===== src/rtl/seq_multiplier.sv =====
// Sequential add-shift multiplier over an {X,A,B} register, one step per cycle.
// Signed mode subtracts the multiplicand on the last step (two's-complement weight of b's MSB).
module seq_multiplier #(
    parameter int WIDTH = 8
) (
    input  logic                 clk,
    input  logic                 reset,
    input  logic                 start,
    input  logic                 is_signed,
    input  logic [WIDTH-1:0]     a_in,
    input  logic [WIDTH-1:0]     b_in,
    output logic                 busy,
    output logic                 done,
    output logic [2*WIDTH-1:0]   product,
    output logic                 x
);
    localparam int CW = $clog2(WIDTH + 1);

    typedef enum logic [1:0] {IDLE, RUN, DONE} state_t;

    state_t             state, state_nx;
    logic               x_r, mode_r;
    logic [WIDTH-1:0]   a_r, b_r, s_r;
    logic [CW-1:0]      cnt;
    logic [2*WIDTH-1:0] product_r;

    logic [WIDTH:0]     ext_a, ext_s, sum;
    logic [WIDTH-1:0]   a_t, a_nx, b_nx;
    logic               x_t, x_nx, last;

    always_comb begin
        ext_a = mode_r ? {a_r[WIDTH-1], a_r} : {1'b0, a_r};
        ext_s = mode_r ? {s_r[WIDTH-1], s_r} : {1'b0, s_r};
        last  = (cnt == CW'(WIDTH - 1));
        if (mode_r && last)
            sum = ext_a + ~ext_s + (WIDTH+1)'(1);
        else
            sum = ext_a + ext_s;
        x_t  = b_r[0] ? sum[WIDTH] : x_r;
        a_t  = b_r[0] ? sum[WIDTH-1:0] : a_r;
        // Unsigned mode pulls the carry into A and refills X with zero.
        x_nx = mode_r ? x_t : 1'b0;
        a_nx = {x_t, a_t[WIDTH-1:1]};
        b_nx = {a_t[0], b_r[WIDTH-1:1]};
    end

    always_comb begin
        state_nx = state;
        case (state)
            IDLE:    if (start) state_nx = RUN;
            RUN:     if (last)  state_nx = DONE;
            DONE:    state_nx = IDLE;
            default: state_nx = IDLE;
        endcase
    end

    always_ff @(posedge clk or negedge reset) begin
        if (!reset) begin
            state     <= IDLE;
            x_r       <= 1'b0;
            a_r       <= '0;
            b_r       <= '0;
            s_r       <= '0;
            mode_r    <= 1'b0;
            cnt       <= '0;
            product_r <= '0;
        end else begin
            state <= state_nx;
            case (state)
                IDLE: if (start) begin
                    s_r    <= a_in;
                    b_r    <= b_in;
                    a_r    <= '0;
                    x_r    <= 1'b0;
                    mode_r <= is_signed;
                    cnt    <= '0;
                end
                RUN: begin
                    x_r <= x_nx;
                    a_r <= a_nx;
                    b_r <= b_nx;
                    cnt <= cnt + CW'(1);
                    if (last) product_r <= {a_nx, b_nx};
                end
                default: ;
            endcase
        end
    end

    assign busy    = (state != IDLE);
    assign done    = (state == DONE);
    assign product = product_r;
    assign x       = x_r;
endmodule


===== config.mk =====
export PLATFORM = sky130hd
export DESIGN_NAME = seq_multiplier
export DESIGN_NICKNAME = d
export VERILOG_FILES = /design/src/rtl/seq_multiplier.sv
export SDC_FILE = /design/constraint.sdc
export NUM_CORES = 1
export LEC_CHECK = 0
export BUFFER_PORTS_ARGS = -buffer_cell sky130_fd_sc_hd__buf_2
export CAP_MARGIN = 25
export CORE_ASPECT_RATIO = 1.5
export CORE_MARGIN = 2
export CORE_UTILIZATION = 40
export DETAILED_ROUTE_END_ITERATION = 8
export PLACE_DENSITY = 0.57
export SKIP_CTS_REPAIR_TIMING = 1
export SLEW_MARGIN = 20
export SYNTH_ARGS = -nofsm -noshare
export SYNTH_HDL_FRONTEND = slang
export SYNTH_SLANG_ARGS = --single-unit

===== constraint.sdc =====
create_clock -name clk -period 3.1 [get_ports clk]
set_clock_uncertainty 0.15 [all_clocks]
set_input_delay 0.62 -clock clk [delete_from_list [all_inputs] [get_ports clk]]
set_output_delay 0.62 -clock clk [all_outputs]
set_load 0.01 [all_outputs]

* After elaboration in Yosys (flattened, before gate mapping) *
Index checks and enable logic that the tools add are counted.

cells by class
  $add $sub $neg = 4
  muxes and demuxes = 17
  reduce and logical (&&, ||, !) cells = 8
  equal/unequal tests = 5
  bitwise gates (word level) = 1

operators by type and width
  operator                                                                count
  8-bit case mux with 2 select lines                                      2
  9-bit two-way mux                                                       3
  8-bit two-way mux                                                       3
  9-bit adder                                                             2
  9-bit by 1-bit adder with 9-bit output (second input constant)          1
  9-bit inverter                                                          1
  4-bit case mux with 2 select lines                                      1
  2-bit AND reduction                                                     4
  4-bit by 1-bit adder with 4-bit output (second input constant)          1
  4-bit by 3-bit equality test with 1-bit output (second input constant)  1
  2-bit two-way mux                                                       2
  4-bit two-way mux                                                       1
  2-bit inequality test (second input constant)                           2
  2-bit case mux with 2 select lines                                      1
  2-bit nonzero test                                                      2
  1-bit two-way mux                                                       3
  2-bit by 1-bit equality test with 1-bit output (second input constant)  1
  2-bit equality test (second input constant)                             1
  2-bit logical NOT                                                       1
  1-bit case mux with 2 select lines                                      1
  1-bit logical AND                                                       1

storage, ports and cells
  word-level logic and storage cells = 43
  output and inout port bits = 19
  register bits = 48

* Depth between registers and ports, before layout *
Gate-level depths: netlist (run 1).

  word-level depth = 8
  gate-level depth with buffers = 10

* Worst setup path before layout (run 1) *
OpenSTA, ideal clock, no wires.

  path kind = register to register
  start point = reg a_r[0]
  end point = reg x_r (netlist: x)
  library setup time = 92 ps
  clock period less this slack = 2346 ps
  data arrival time = 2104 ps
  stages on the path, launching flop included = 11
  slack = 754 ps
  path buffers = 0
  path through = dfrtp_1 -> inv_1 -> ha_1 -> inv_1 -> fa_1 -> a211oi_4 -> o21ai_2 -> o21ba_1 -> nor3_2 -> and4b_4 -> o31ai_2

on the way
  longest elaborated chain between the ends = 7

RTL lines
  item                                    RTL line  RTL
  start: declaration                      23        logic [WIDTH-1:0] a_r, b_r, s_r;
  start signal: assignment                80        a_r <= a_nx;
  9-bit two-way mux (*)                   32        ext_a = mode_r ? {a_r[WIDTH-1], a_r} : {1'b0, a_r};
  9-bit adder                             36        sum = ext_a + ~ext_s + (WIDTH+1)'(1);
  9-bit by 1-bit adder with 9-bit output  36
  9-bit two-way mux (*)                   35        if (mode_r && last)
  1-bit two-way mux (*)                   39        x_t = b_r[0] ? sum[WIDTH] : x_r;
  1-bit two-way mux (*)                   42        x_nx = mode_r ? x_t : 1'b0;
  1-bit case mux with 2 select lines (*)  69        case (state)
  end signal: assignment                  79        x_r <= x_nx;
  end: declaration                        22        logic x_r, mode_r;

Mark *: on every way between the ends. The rest lies on a longest branch, timed or not.
A chain may end at the register's enable or synchronous reset.

* Final worst setup path (run 1) *
  start point = reg a_r[0]
  end point = reg product_r[15] (netlist: product[15])

on the way
  longest elaborated chain between the ends = 5

RTL lines
  item                                    RTL line  RTL
  9-bit two-way mux (*)                   32
  9-bit adder                             36
  9-bit by 1-bit adder with 9-bit output  36
  9-bit two-way mux (*)                   35
  1-bit two-way mux (*)                   39
  end signal: assignment                  83        if (last) product_r <= {a_nx, b_nx};
  end: declaration                        25        logic [2*WIDTH-1:0] product_r;

Marks and branches as above.

==> flow_summary.ini, run 1 <==
[cts]
root_buffer = clkbuf_8
clock-sinks = 48
numCtsBuffers = 5
cts_tree = yes
cts_max_level = 2
cts.clk_slew.worst_paths_ns = 0.10
clock_path_buffers = 2
clk_latency_ns = 0.30

[timing]
finalSetupTns_ns = 0
fmax_ghz = 0.388
slew_viol_final = 0
min_period_ns = 2.57
rsz0062_at_grt = no
finalHoldViolations = 0
final-setup-viol-count = 0
slew-limit-headroom_pct = 46.4
timing_worst_slew_pin_value_ns = 0.804
finalCritPeriodShare_pct = 83.1

[yosys]
synth_fp_nets = 350
synth_edf_count = 0
syn-cell-area_um2 = 2810
synth_warnings = 0
async_flop_share_pct = 100
synthFlopType = dfrtp_1
synth_top_area_share_pct = 42.7
yosysSeqAreaShare_pct = 42.7
yosys.area.top_type = dfrtp_1
syn_inst = 311
avgSynthCellArea_um2 = 9.05
synth_seq_cells = 48
synthTopCellsByArea = dfrtp_1 (43%), nand2_1 (7.7%), ha_1 (7.6%)
synthDistinctLibCells = 52

[global_route]
antenna_found_initial = 0
grt_util_met2_pct = 30.9
grt_util_met3_pct = 3.10
busiest_layer = met2
grt_usage_pct = 18.4
grt_max_degree = 49
grt_use_met1_pct = 24.4
grt_pass1_wl_um = 11200
grt_pass1_vias = 2312
grt-ovfl-total = 0

[die]
dieArea_um2 = 7740
start_util_pct = 41.1
die_w_um = 72.5
core_um2 = 6850
fp-row-count = 37
io_pins = 39
chipHeight_um = 107

[layout]
finish.utilization_pct = 46.0
fin_area_um2 = 3150
nNetsFinal = 382
drive_above_1_share_pct = 18.6
insertedDiodeCount = 0
areaGrowthSynthToFinish_pct = 12.0

[power_and_ir_drop]
p_total_w = 0.00374
peakVddDrop_v = 0.000573
intPower_w = 0.00203
p_seq_share_pct = 33.1
leakagePower_nw = 1.50
p_switching_w = 0.00172
pwr-share-comb_pct = 55.5
p_sw_share_pct = 45.8
powerDensity_nw_per_um2 = 1190
power_frac_clock_pct = 11.4

[routing]
vias_per_cell = 5.41
dr_total_vias = 2282
drtIter0Drc = 131
first_pass_iters = 5
drcViolationCount = 0
antenna_left = 0
totalWireLength_um = 6460
wl_per_cell_um = 15.3

[hold_path]
min_path_type = input port to async pin

[worst_setup_path]
worstPathArrival_ns = 2.63
crit_type = flip-flop to flip-flop
cp_max_fo = 3
critPathLaunchType = flip-flop
required_ns = 3.16
crit_path_end_kind = flip-flop

[placed_design]
io_buffer_count = 38
post-dp-hpwl_um = 4580
placed_area_um2 = 3050
gp_congestion = 0.877

[job]
drv_cap = 0

[status]
status = complete, no violations
==> power by group through the flow <==
stage | combinational [W] | clock (W) | sequential [W]
after global placement | 0.00206 | 0 | 0.00124
after floorplan | 0.00160 | 0 | 0.00120
final | 0.00208 | 0.000426 | 0.00124
after global routing | 0.00235 | 0.000466 | 0.00130
after CTS | 0.00210 | 0.000441 | 0.00124
after detailed placement | 0.00209 | 0 | 0.00125
==> per-stage QoR <==
step                hold slack [ns]  setup slack (ns)  std cells
finish                        0.252             0.525        422
global route                  0.308             0.366        422
CTS                           0.280             0.528        422
detailed placement            0.311             0.531        414
global placement              0.305             0.633        414
floorplan                     0.174             0.754        311
==> path summary, 6_finish.rpt <==
| kind | startpoint | to | slack (ns) | cells after the start |
|---|---|---|---|---|
| max in group asynchronous | reset | state[0] | 2.12 | 2 |
| worst min-delay path | reset | s_r[2] | 0.25 | 2 |
| worst min register to register | product[5] | product[5] | 0.33 | 2 |
| worst max-delay path | a_r[0] | product[15] | 0.53 | 10 |
| min in group clk | product[5] | product[5] | 0.33 | 2 |
| worst max register to register | a_r[0] | product[15] | 0.53 | 10 |
==> metal layers <==
metal / vias up / routed length (um)
met5: - / 0
met4: 0 / 44
met3: 2 / 241
met2: 52 / 3200
met1: 1097 / 2980
li1: 1131 / -
==> cell usage in the layout (no fill, tap or decap), types with 2 or more instances in the layout <==
| cell | count |
|---|---|
| nor2_1 | 31 |
| o21ai_0 | 23 |
| o311ai_0 | 2 |
| a31oi_1 | 4 |
| nand3b_1 | 2 |
| o2111ai_1 | 2 |
| o211ai_1 | 5 |
| nor3b_1 | 4 |
| nor3_1 | 4 |
| nor2b_1 | 5 |
| nand2b_1 | 2 |
| nand3_1 | 12 |
| dfrtp_1 | 48 |
| o22ai_1 | 7 |
| buf_4 | 5 |
| o31ai_1 | 2 |
| mux2_2 | 2 |
| ha_1 | 17 |
| fa_1 | 2 |
| clkbuf_8 | 6 |
| inv_6 | 2 |
| xnor2_1 | 5 |
| o21ai_1 | 2 |
| mux2i_1 | 5 |
| inv_1 | 16 |
| buf_2 | 38 |
| nand2_1 | 58 |
| a21oi_1 | 9 |
==> sequential cells by signal (all words and copies together), names as in the netlist <==
name     count
mode_r       1
state        2
cnt          4
s_r          8
b_r          8
a_r          8
product     16
x            1
==> final cells by class <==
class,count,area (um^2)
repair buffers,43,228
clock inverters,2,17.5
fillers,690,3700
inverters,16,60.1
multi-input cells,229,1470
well taps,78,97.6
clock buffers,6,82.6
flip-flops and latches,48,1200
==> Yosys cell counts, types with 2 or more instances <==
| cell | instances |
|---|---|
| nand2b_1 | 2 |
| o21ai_1 | 2 |
| nor3_1 | 4 |
| nand3_1 | 12 |
| inv_1 | 16 |
| nor2b_1 | 5 |
| dfrtp_1 | 48 |
| o21ai_0 | 23 |
| o22ai_1 | 7 |
| a21oi_1 | 9 |
| mux2_2 | 2 |
| buf_6 | 2 |
| fa_1 | 2 |
| o2111ai_1 | 2 |
| buf_1 | 2 |
| o211ai_1 | 5 |
| o31ai_1 | 2 |
| mux2i_1 | 5 |
| nand3b_1 | 2 |
| clkbuf_1 | 10 |
| nor3b_1 | 4 |
| nor2_1 | 31 |
| ha_1 | 17 |
| nand2_1 | 58 |
| xnor2_1 | 5 |
| a31oi_1 | 4 |
| o311ai_0 | 2 |
| buf_2 | 4 |
==> worst max-delay path, cell delays in order (launching register included) <==
cell	delay [ns]
dfrtp_1	0.41
inv_1	0.08
ha_1	0.17
inv_1	0.06
fa_1	0.42
a211oi_4	0.28
o21ai_2	0.11
o21ba_1	0.20
nor3_2	0.14
and4b_4	0.23
o31ai_1	0.23
==> cell families (layout without fill, tap and decap cells) <==
kind of cell	Yosys count	in the layout	synth area share (%)
buf+inv	34	67	5.25
fa+ha+maj	19	19	8.98
flops	48	48	42.7
xor+xnor	6	6	1.87
mux	8	8	3.11
simple gates	127	127	21.2
compound gates	69	69	16.9
No activity file was read; power rests on OpenSTA's default activity.
==> run 2: changes to the inputs <==
==> constraint.sdc (replaced) <==
create_clock -name clk -period 2.5 [get_ports clk]
set_clock_uncertainty 0.15 [all_clocks]
set_input_delay 0.5 -clock clk [delete_from_list [all_inputs] [get_ports clk]]
set_output_delay 0.5 -clock clk [all_outputs]
set_load 0.01 [all_outputs]
==> flow_summary.ini, run 2 (synthesis gave the netlist of run 1 again) <==
[placed_design]
io_buffer_count = 38
post-dp-hpwl_um = 5000
gp_congestion = 0.837

[die]
chipHeight_um = 107
core_um2 = 6850
io_pins = 39
dieArea_um2 = 7740
start_util_pct = 41.1
die_w_um = 72.5
fp-row-count = 37

[cts]
numCtsBuffers = 5
cts.clk_slew.worst_paths_ns = 0.09
clk_latency_ns = 0.30
clock_path_buffers = 2
root_buffer = clkbuf_8
cts_tree = yes
cts_max_level = 2
clock-sinks = 48

[hold_path]
hold_path.startpoint = is_signed
min_path_type = input port to flip-flop
min_to = mode_r
hold_depth = 3

[power_and_ir_drop]
leakagePower_nw = 1.57
peakVddDrop_v = 0.000603
powerDensity_nw_per_um2 = 1530

[routing]
wl_per_cell_um = 15.7
dr_total_vias = 2329
antenna_left = 0
vias_per_cell = 5.37
drtIter0Drc = 110
drcViolationCount = 0
first_pass_iters = 4
totalWireLength_um = 6800

[job]
drv_cap = 0

[global_route]
grt_max_degree = 21
grt_pass1_vias = 2314
grt_usage_pct = 18.8
grt-ovfl-total = 0
grt_pass1_wl_um = 11400
antenna_found_initial = 0

[timing]
slew_viol_final = 0
finalHoldViolations = 0
final-setup-viol-count = 0
finalCritPeriodShare_pct = 99.5
rsz0062_at_grt = yes
finalSetupTns_ns = 0
min_period_ns = 2.49
timing_worst_slew_pin_value_ns = 0.576
slew-limit-headroom_pct = 61.6
fmax_ghz = 0.402

[layout]
drive_above_1_share_pct = 23.9
nNetsFinal = 395
finish.utilization_pct = 48.6
insertedDiodeCount = 0
largest_reg_flops = 16
areaGrowthSynthToFinish_pct = 18.5
final_common_cell = nand2_1
most-common-layout-cells = nand2_1 (58), dfrtp_1 (47), buf_2 (38), nor2_1 (31), o21ai_0 (23)

[worst_setup_path]
rrSetupSlack_ns = 0.01
reg2reg_to = a_r[7]
r2r-start = a_r[0]
critPathLaunchType = flip-flop
worstPathArrival_ns = 2.51
crit_path_end_kind = flip-flop
required_ns = 2.52
cp_max_fo = 3
reg2reg_depth = 9
crit_type = flip-flop to flip-flop

[status]
status = complete, no violations
==> run 2: area by class of cell <==
type                    count  area, um^2
clock buffers               5        68.8
clock inverters             2        60.1
fillers                   687        3520
inverters                  16        60.1
multi-input cells         229        1520
flip-flops and latches     48        1200
well taps                  78        97.6
repair buffers             56         328
==> run 2: worst max-delay path, stage by stage, from the launching register on <==
cell and delay, ns:
dfrtp_1 0.42, ha_1 0.23, inv_1 0.07, fa_1 0.25, nor3_2 0.06, o311ai_0 0.48, nand3_1 0.17, mux2i_1 0.17
and4b_4 0.30, o31ai_2 0.06
==> run 2: how the worst max path moves through the flow <==
stage | from | end | slack [ns] | cells past startpoint
after floorplan | a_r[0] | x | 0.15 | 10
after global placement | a_r[0] | a_r[7] | 0.05 | 10
after detailed placement | a_r[0] | product[15] | -0.05 | 10
after CTS | a_r[0] | product[15] | -0.05 | 10
after global routing | a_r[0] | a_r[7] | -0.08 | 9
final | a_r[0] | a_r[7] | 0.01 | 9
==> run 2: where the power goes <==
part / total (W) / switching (W) / leakage (nW) / internal (W)
combinational: 0.00291 / 0.00161 / 0.933 / 0.00130
clock: 0.000664 / 0.000270 / 0.0642 / 0.000394
sequential: 0.00151 / 0.000340 / 0.576 / 0.00117
total: 0.00508 / 0.00222 / 1.57 / 0.00286
==> run 2: layer usage <==
layer / up-vias / wire (um) / global-route usage (%)
met3: 9 / 231 / 3.29
met5: - / 0 / 0
met2: 43 / 3350 / 30.6
li1: 1156 / - / -
met4: 0 / 117 / 5.82
met1: 1121 / 3100 / 25.3
==> run 2: stage by stage <==
stage / cells / instance area (um^2) / power (W) / worst slack [ns] / hold WS [ns]
after floorplan: 311 / 2810 / 0.00348 / 0.154 / 0.0544
after global placement: 424 / 3130 / 0.00425 / 0.0489 / 0.290
after detailed placement: 424 / 3130 / 0.00427 / -0.0520 / 0.291
after CTS: 431 / 3260 / 0.00496 / -0.0457 / -0.0380
after global routing: 434 / 3330 / 0.00552 / -0.0779 / 0.245
final: 434 / 3330 / 0.00508 / 0.0137 / 0.239
==> run 3: changes to the inputs <==
--- a/config.mk
+++ b/config.mk
@@ -9,9 +9,9 @@
 export CAP_MARGIN = 25
 export CORE_ASPECT_RATIO = 1.5
 export CORE_MARGIN = 2
-export CORE_UTILIZATION = 40
+export CORE_UTILIZATION = 45
 export DETAILED_ROUTE_END_ITERATION = 8
-export PLACE_DENSITY = 0.57
+export PLACE_DENSITY = 0.63
 export SKIP_CTS_REPAIR_TIMING = 1
 export SLEW_MARGIN = 20
 export SYNTH_ARGS = -nofsm -noshare
==> flow_summary.ini, run 3 (synthesis gave the netlist of run 1 again) <==
[global_route]
grt_pass1_vias = 2392
grt_pass1_wl_um = 11400
grt-ovfl-total = 0
antenna_found_initial = 0
grt_usage_pct = 21.9
grt_max_degree = 49

[cts]
clock_path_buffers = 2
cts_tree = yes
root_buffer = clkbuf_8
clock-sinks = 48
cts_max_level = 2
clk_latency_ns = 0.30
cts.clk_slew.worst_paths_ns = 0.10
numCtsBuffers = 5

[power_and_ir_drop]
power_frac_clock_pct = 11.6
p_sw_share_pct = 45.0
p_switching_w = 0.00224
p_seq_share_pct = 30.7
pwr-share-comb_pct = 57.7
peakVddDrop_v = 0.000737
powerDensity_nw_per_um2 = 1520
leakagePower_nw = 1.55
intPower_w = 0.00274

[die]
io_pins = 39
start_util_pct = 46.2
die_w_um = 68.6
core_um2 = 6090
dieArea_um2 = 6910
fp-row-count = 35
chipHeight_um = 101

[worst_setup_path]
r2r-start = a_r[0]
critPathLaunchType = flip-flop
crit_start = a_r[0]
worstPathArrival_ns = 2.52
reg2reg_depth = 10
reg2reg_to = product[15]
rrSetupSlack_ns = 0.02
crit_type = flip-flop to flip-flop
required_ns = 2.54
endpoint = product[15]
cp_max_fo = 3
crit_path_end_kind = flip-flop

[job]
drv_cap = 0

[timing]
timing_worst_slew_pin_value_ns = 0.753
rsz0062_at_grt = yes
finalHoldViolations = 0
slew_viol_final = 0
finalSetupTns_ns = 0
min_period_ns = 2.48
timing.final.ws_setup_ns = 0.0242
fmax_ghz = 0.404
finalCritPeriodShare_pct = 99.0
slew-limit-headroom_pct = 49.8
final-setup-viol-count = 0

[layout]
final_cells = 428
finish.utilization_pct = 54.0
insertedDiodeCount = 0
drive_above_1_share_pct = 23.7
most-common-layout-cells = nand2_1 (58), dfrtp_1 (47), buf_2 (38), nor2_1 (31), o21ai_0 (23)
nNetsFinal = 392
fin_area_um2 = 3280
largest_reg_flops = 16
final_common_cell = nand2_1
areaGrowthSynthToFinish_pct = 16.7

[routing]
totalWireLength_um = 6710
first_pass_iters = 4
drtIter0Drc = 127
antenna_left = 0
wl_per_cell_um = 15.7
vias_per_cell = 5.53
drcViolationCount = 0
dr_total_vias = 2365

[placed_design]
dpl_worst_slack_ns = -0.0526
gp_congestion = 0.899
io_buffer_count = 38
post-dp-hpwl_um = 4650
placed_area_um2 = 3110
placedCellCount = 418

[status]
status = complete, no violations

[hold_path]
min_path_type = input port to async pin
run 3: changes by cell type in the layout (fill, tap and decap cells not counted), sizes merged:
cell	delta
buf	-2
clkinv	+1
clkbuf	+1
dlygate4sd3	-1
bufinv	-1
run 3: worst min path at each step:
| stage | end | slack, ns | depth (start not counted) |
|---|---|---|---|
| finish | s_r[1] | 0.11 | 2 |
| global route | s_r[1] | 0.19 | 2 |
| CTS | s_r[1] | 0.17 | 2 |
| detailed placement | product[0] | 0.31 | 2 |
| global placement | product[6] | 0.31 | 2 |
| floorplan | a_r[0] | 0.05 | 0 |
run 3: layout make-up:
type,count,area (um^2)
clock inverters,2,35.0
clock buffers,6,72.6
repair buffers,53,303
multi-input cells,229,1520
well taps,74,92.6
fillers,571,2800
inverters,16,60.1
flip-flops and latches,48,1200
run 3: per-layer routing:
metal / GRT usage (%) / wire length, um / up-vias
met5: 0 / 0 / -
met2: 35.1 / 3310 / 66
met1: 29.4 / 2980 / 1140
li1: - / - / 1148
met4: 6.92 / 118 / 0
met3: 4.13 / 291 / 11
run 3: metrics by stage:
step	hold slack [ns]	power [W]
floorplan	0.0544	0.00348
global placement	0.306	0.00419
detailed placement	0.308	0.00424
CTS	0.167	0.00484
global route	0.190	0.00541
finish	0.114	0.00498
run 3: worst max-delay path, cell delays in order, from the launching register on:
cell and delay (ns):
dfrtp_1 0.41, inv_2 0.09, ha_4 0.14, inv_2 0.04
fa_2 0.41, a211oi_4 0.28, o21ai_2 0.10, o21ba_4 0.21
o2111ai_2 0.18, and4b_4 0.29, o31ai_4 0.08
run 3: power groups by stage:
stage,combinational (W),clock [W],sequential (W)
floorplan,0.00199,0,0.00149
global placement,0.00267,0,0.00152
detailed placement,0.00271,0,0.00153
CTS,0.00273,0.000582,0.00153
global route,0.00321,0.000612,0.00158
finish,0.00287,0.000577,0.00153
